### config.mk
export PLATFORM = sky130hd
export DESIGN_NAME = mlp_layer_scheduler
export DESIGN_NICKNAME = d
export VERILOG_FILES = /design/src/rtl/mlp_layer_scheduler.sv
export SDC_FILE = /design/constraint.sdc
export NUM_CORES = 1
export LEC_CHECK = 0
export ABC_AREA = 1
export BUFFER_PORTS_ARGS = -buffer_cell sky130_fd_sc_hd__buf_2
export CORE_UTILIZATION = 45
export DETAILED_ROUTE_END_ITERATION = 10
export GPL_ROUTABILITY_DRIVEN = 0
export MAX_ROUTING_LAYER = met4
export PLACE_DENSITY_LB_ADDON = 0.25
export SETUP_SLACK_MARGIN = 0.05
export SLEW_MARGIN = 0
export SYNTH_ARGS = -nofsm -noshare
export SYNTH_HDL_FRONTEND = slang
export SYNTH_SLANG_ARGS = --single-unit
export TNS_END_PERCENT = 100
### constraint.sdc
create_clock -name clk -period 2.9 [get_ports clk]
set_input_delay 0.58 -clock clk [delete_from_list [all_inputs] [get_ports clk]]
set_output_delay 0.58 -clock clk [all_outputs]
set_load 0.005 [all_outputs]
### src/rtl/mlp_layer_scheduler.sv
// mlp_layer_scheduler: sequences input load, N x N fully connected layers over
// ping-pong activation buffers, and the final drain to the output stream.
//
// state | meaning
// IDLE  | waiting for start
// LOAD  | writing the input vector into buf1
// ACCUM | streaming one neuron's inputs and weights into the MAC
// WAIT  | waiting for the MAC result, then writing it into dst
// SWAP  | exchanging buffer roles between layers
// DRAIN | streaming the final vector out of src
// DONE  | one-cycle completion pulse
module mlp_layer_scheduler #(
  parameter int N      = 256,
  parameter int LAYERS = 2
) (
  input  logic        clk,
  input  logic        rst,
  input  logic        start,
  input  logic        in_valid,
  output logic        in_ready,
  output logic        out_valid,
  input  logic        out_ready,
  input  logic        mac_valid,
  output logic        wr_en1,
  output logic        rd_en1,
  output logic        wr_en2,
  output logic        rd_en2,
  output logic        demux_sel,
  output logic        mux_sel,
  output logic [7:0]  write_addr,
  output logic [7:0]  read_addr,
  output logic [19:0] weight_addr,
  output logic        mac_en,
  output logic        mac_clr,
  output logic        mac_last,
  output logic [3:0]  layer_idx,
  output logic        busy,
  output logic        done
);

  localparam logic [7:0] LAST       = 8'(N - 1);
  localparam logic [3:0] LAST_LAYER = 4'(LAYERS - 1);

  typedef enum logic [2:0] {
    S_IDLE, S_LOAD, S_ACCUM, S_WAIT, S_SWAP, S_DRAIN, S_DONE
  } state_t;

  state_t     state, state_nxt;
  logic [7:0] i_cnt, j_cnt, k_cnt;
  logic [3:0] layer_cnt;
  logic       src;

  // Counters wrap at N-1 rather than at their natural 8-bit limit.
  function automatic logic [7:0] wrap_inc(input logic [7:0] v);
    return (v == LAST) ? 8'd0 : v + 8'd1;
  endfunction

  // State register.
  always_ff @(posedge clk) begin
    if (!rst) state <= S_IDLE;
    else      state <= state_nxt;
  end

  // Next-state decode.
  always_comb begin
    state_nxt = state;
    case (state)
      S_IDLE:  if (start) state_nxt = S_LOAD;
      S_LOAD:  if (in_valid && k_cnt == LAST) state_nxt = S_ACCUM;
      S_ACCUM: if (i_cnt == LAST) state_nxt = S_WAIT;
      S_WAIT:  if (mac_valid) state_nxt = (j_cnt == LAST) ? S_SWAP : S_ACCUM;
      S_SWAP:  state_nxt = (layer_cnt == LAST_LAYER) ? S_DRAIN : S_ACCUM;
      S_DRAIN: if (out_ready && k_cnt == LAST) state_nxt = S_DONE;
      S_DONE:  state_nxt = S_IDLE;
      default: state_nxt = S_IDLE;
    endcase
  end

  // Index counters, layer counter and buffer-role flag.
  always_ff @(posedge clk) begin
    if (!rst) begin
      i_cnt     <= '0;
      j_cnt     <= '0;
      k_cnt     <= '0;
      layer_cnt <= '0;
      src       <= 1'b0;
    end else begin
      case (state)
        S_IDLE: if (start) begin
          i_cnt     <= '0;
          j_cnt     <= '0;
          k_cnt     <= '0;
          layer_cnt <= '0;
          src       <= 1'b0;
        end
        S_LOAD:  if (in_valid) k_cnt <= wrap_inc(k_cnt);
        S_ACCUM: i_cnt <= wrap_inc(i_cnt);
        S_WAIT:  if (mac_valid) j_cnt <= wrap_inc(j_cnt);
        S_SWAP: begin
          src   <= ~src;
          k_cnt <= '0;
          if (layer_cnt != LAST_LAYER) layer_cnt <= layer_cnt + 4'd1;
        end
        S_DRAIN: if (out_ready) k_cnt <= wrap_inc(k_cnt);
        default: ;
      endcase
    end
  end

  // Output decode; everything is held at 0 while reset is asserted so no
  // strobe can escape during the reset cycle.
  always_comb begin
    in_ready    = 1'b0;
    out_valid   = 1'b0;
    wr_en1      = 1'b0;
    rd_en1      = 1'b0;
    wr_en2      = 1'b0;
    rd_en2      = 1'b0;
    demux_sel   = 1'b0;
    mux_sel     = 1'b0;
    write_addr  = '0;
    read_addr   = '0;
    weight_addr = '0;
    mac_en      = 1'b0;
    mac_clr     = 1'b0;
    mac_last    = 1'b0;
    layer_idx   = '0;
    busy        = 1'b0;
    done        = 1'b0;
    if (rst) begin
      layer_idx = layer_cnt;
      busy      = (state != S_IDLE);
      case (state)
        S_LOAD: begin
          in_ready   = 1'b1;
          write_addr = k_cnt;
          wr_en1     = in_valid;
        end
        S_ACCUM: begin
          read_addr   = i_cnt;
          mux_sel     = src;
          rd_en1      = ~src;
          rd_en2      = src;
          mac_en      = 1'b1;
          mac_clr     = (i_cnt == 8'd0);
          mac_last    = (i_cnt == LAST);
          weight_addr = {layer_cnt, j_cnt, i_cnt};
        end
        S_WAIT: if (mac_valid) begin
          demux_sel  = ~src;
          wr_en1     = src;
          wr_en2     = ~src;
          write_addr = j_cnt;
        end
        S_DRAIN: begin
          read_addr = k_cnt;
          mux_sel   = src;
          rd_en1    = ~src;
          rd_en2    = src;
          out_valid = 1'b1;
        end
        S_DONE: done = 1'b1;
        default: ;
      endcase
    end
  end

endmodule

After elaboration in Yosys (flattened, before gate mapping)
Cells that the tools add are included.

word-level totals
  logic and storage cells = 100
  memories kept = 0
  input bits = 6
  register bits = 32
  output and inout port bits = 53
  ROM bits = 0
  RAM bits = 0
  bits in latches = 0

cells by class
  order comparisons = 0
  divide/modulo/power cells = 0
  shifts and indexed selects = 0
  add/subtract/negate cells = 4
  multipliers = 0
  mux-type cells = 54
  reductions and logical operators = 16
  bitwise logic cells = 1
  equality and inequality tests = 19

operators with widths
  cell                   count
  $mux W8                10
  $pmux W8 S2            4
  $mux W20               2
  $pmux W8 S4            1
  $add A8 B1 Y8 const B  3
  $eq A8 B8 Y1 const B   3
  $mux W1                23
  $mux W3                7
  $pmux W3 S6            1
  $ne A2 B2 Y1 const B   8
  $mux W4                3
  $eq A3 B3 Y1 const B   3
  $logic_not A8 Y1       1
  $pmux W4 S2            1
  $eq A3 B2 Y1 const B   2
  $reduce_and A3 Y1      2
  $reduce_bool A2 Y1     3
  $reduce_and A5 Y1      1
  $add A4 B1 Y4 const B  1
  $eq A4 B1 Y1 const B   1
  $ne A4 B1 Y1 const B   1
  $pmux W1 S2            2
  $reduce_and A2 Y1      2
  $reduce_and A4 Y1      1
  7 further kinds        8

Longest topological paths before layout
  depth after elaboration = 4
  mapped depth = 9
  gate-level depth less buffers = 9

Worst setup path before layout
No wires, ideal clock.

  path type = input port to output port
  start = in rst
  end = out wr_en2
  required time = 2320 ps
  setup slack = 852 ps
  arrival time = 1468 ps
  buffers on the path = 2
  stages = 4
  cell sequence = clkbuf_1 -> inv_2 -> nor4_1 -> buf_4

on the way
  longest elaborated chain between the ends = 1

RTL lines
  what         line  source
  from (decl)  17    input logic rst,
  $mux W1      --
  to (decl)    26    output logic wr_en2,

Every way passes these cells.

Worst setup path in the final report
  start = reg state[1]
  end = out mac_clr

on the way
  longest elaborated chain between the ends = 3

RTL lines
  what                    line  source
  from (decl)             48    state_t state, state_nxt;
  from (signal assigned)  61    else state <= state_nxt;
  $eq A3 B2 Y1            133   case (state)
  $mux W1                 133
  $mux W1                 130   if (rst) begin
  to (decl)               34    output logic mac_clr,

Every way passes these cells.

==> flow_summary_export.csv <==
group,metric,value,unit
setup_path,crit_required,2.32,ns
die,core_area,4790,um^2
power,peakVddDrop,358,uV
clock_network,cts_resized,0,
status,run_status,"completed",
clock_network,cts.sinks,32,
global_route,grt_pass1_wl,10100,um
layout,diodes,0,
die,die_h,73.1,um
drt,vias_per_cell,5.14,
timing,relSlewSlack,0.658,
clock_network,cts.path.max_buffers,2,
setup_path,timing.rr.start,"i_cnt[0]$_SDFFE_PN0P_",
setup_path,reg2reg_depth,9,
timing,rsz0062_at_grt,"false",
timing,setup_viol,0,
min_path,hold_end,"k_cnt[6]$_SDFFE_PN0P_",
setup_path,critPathKind,"reg -> out",
global_route,grt_max_degree,28,
place,dp_hpwl,4600,um
layout,fillers,503,
drt,firstDrtPassIters,4,
min_path,holdPathStages,2,
synth,synth.distinct_cells,32,
job,max_cap_viol_count,0,
synth,async_flop_share,0,
clock_network,hold_buffers,0,
clock_network,cts_made_buffers,5,
power,power_density,603,nW/um^2
die,start_util,0.476,
die,ios,59,
die,die_area,5350,um^2
synth,postSynthCellCount,375,
clock_network,clk_pin_slew,0.07,ns
timing,max_freq,0.388,GHz
drt,via_count,2569,
setup_path,crit_path_end_kind,"output pin",
timing,period_minus_slack,2.58,ns
layout,drive_above_1_share,0.210,
setup_path,reg2reg_setup_slack,1.21,ns
timing,skew,0.00909,ns
clock_network,post_cts_buffers,0,
drt,drtIter0Drc,215,
timing,final_max_slew_viol_count,0,
die,die_w,73.1,um
layout,utilization,0.563,
place,io_buffers,58,
synth,synth-edff-count,0,
clock_network,root_buffer,"clkbuf_8",
timing,fin_crit_sh,0.889,
synth,syn_avg_cell_area,6.07,um^2
power,power_leakage,0.00123,uW
drt,drt.antenna.violating_nets,0,
synth,ys_seq_elements,32,
setup_path,r2r_end,"state[2]$_SDFFE_PN0P_",
drt,wire_per_inst,12.2,um
timing,fin_tns_setup,0,ns
layout,nNetsFinal,444,
timing,worstMarginPinSlew,0.512,ns
setup_path,start_kind,"flip-flop",
synth,syn-cell-area,2280,um^2
global_route,grt_pass1_vias,2189,
synth,synth_fp_nets,387,
global_route,track_usage,0.254,
clock_network,insertion_delay,0.29,ns
layout,final_cell_mix,"nand2_1, nor2_1, buf_2, inv_1, dfxtp_1",
drt,drt-total-wl,6080,um
global_route,grt_overflow,0,
synth,yosysSeqAreaShare,0.281,
drt,drc,0,
timing,hold_viol_final,0,
setup_path,arrival,2.00,ns
setup_path,startpoint,"state[1]$_SDFFE_PN0P_",
synth,ys.warnings.count,0,
die,rows,25,
layout,final_common_cell,"nand2_1",
synth,synthFlopType,"dfxtp_1",
min_path,worstHoldPathType,"reg -> reg",
layout,area_growth,18.4,%
setup_path,path_max_fanout,27,
min_path,holdCritStartpoint,"k_cnt[6]$_SDFFE_PN0P_",
global_route,grt_antenna_before_repair,0,
clock_network,cts_htree_levels,2,
clock_network,cts_tree,"yes",
## metal layers
metal | GRT usage | vias up | wire length, um
met4 | 0.0980 | 0 | 61
met1 | 0.325 | 1161 | 2860
met3 | 0.0539 | 8 | 365
met5 | - | - | 0
li1 | - | 1319 | -
met2 | 0.390 | 81 | 2800
## cell usage after synthesis, types with 6 or more instances
| library cell | number | area (um^2) |
|---|---|---|
| o21ai_0 | 18 | 90.1 |
| nand2_1 | 89 | 334 |
| a21oi_1 | 20 | 100 |
| nor3_1 | 10 | 50.1 |
| a22oi_1 | 9 | 67.6 |
| inv_2 | 6 | 22.5 |
| nor2_1 | 69 | 259 |
| nor2_2 | 6 | 37.5 |
| nand3_1 | 26 | 130 |
| dfxtp_1 | 32 | 641 |
| ha_1 | 6 | 75.1 |
| inv_1 | 45 | 169 |
## report_power, final
part | internal (uW) | switching (uW)
registers | 489 | 77.7
clock network | 194 | 169
logic | 203 | 492
total | 886 | 739
## kinds of logic after synthesis
family	Yosys count	share of synthesized area
AND/OR/NAND/NOR	217	0.418
buffers and inverters	63	0.116
AO/OA/AOI/OAI	54	0.140
flip-flops	32	0.281
adder cells (fa/ha/maj)	6	0.0330
XOR/XNOR	3	0.0115
## critical path, cell delays in order, from the launching register on
cell and delay, ns:
dfxtp_1 0.47, nand2_1 0.16, nor2_4 0.24, inv_2 0.16, nor2_4 0.12, inv_2 0.21
nor3_1 0.20, buf_2 0.14
## metrics by stage
step | std cells | power [uW] | hold WS [ns] | setup WS (ns) | cell area (um^2)
after floorplan | 375 | 1090 | 0.472 | 0.852 | 2280
after global placement | 492 | 1250 | 0.499 | 0.582 | 2600
after detailed placement | 492 | 1260 | 0.496 | 0.546 | 2600
after CTS | 500 | 1620 | 0.504 | 0.330 | 2690
after global routing | 500 | 1760 | 0.521 | 0.128 | 2690
final | 500 | 1620 | 0.504 | 0.321 | 2690
## area by class of cell
cell class | instances | area, um^2 | area share
Multi-Input combinational cell | 280 | 1370 | 0.509
Sequential cell | 32 | 641 | 0.238
Timing Repair Buffer | 61 | 313 | 0.116
Inverter | 52 | 195 | 0.0725
Clock buffer | 8 | 90.1 | 0.0334
Tap cell | 67 | 83.8 | 0.0311
## registers in the layout (all words and copies together) (netlist names)
register,flops
state,3
i_cnt,8
src,1
j_cnt,8
layer_cnt,4
k_cnt,8
## worst max path at each step
| stage | depth (start not counted) | to |
|---|---|---|
| finish | 7 | mac_clr |
| global route | 7 | mac_clr |
| CTS | 7 | read_addr[2] |
| detailed placement | 6 | read_addr[0] |
| global placement | 6 | read_addr[4] |
| floorplan | 4 | wr_en2 |
No activity file was read; power rests on OpenSTA's default activity.
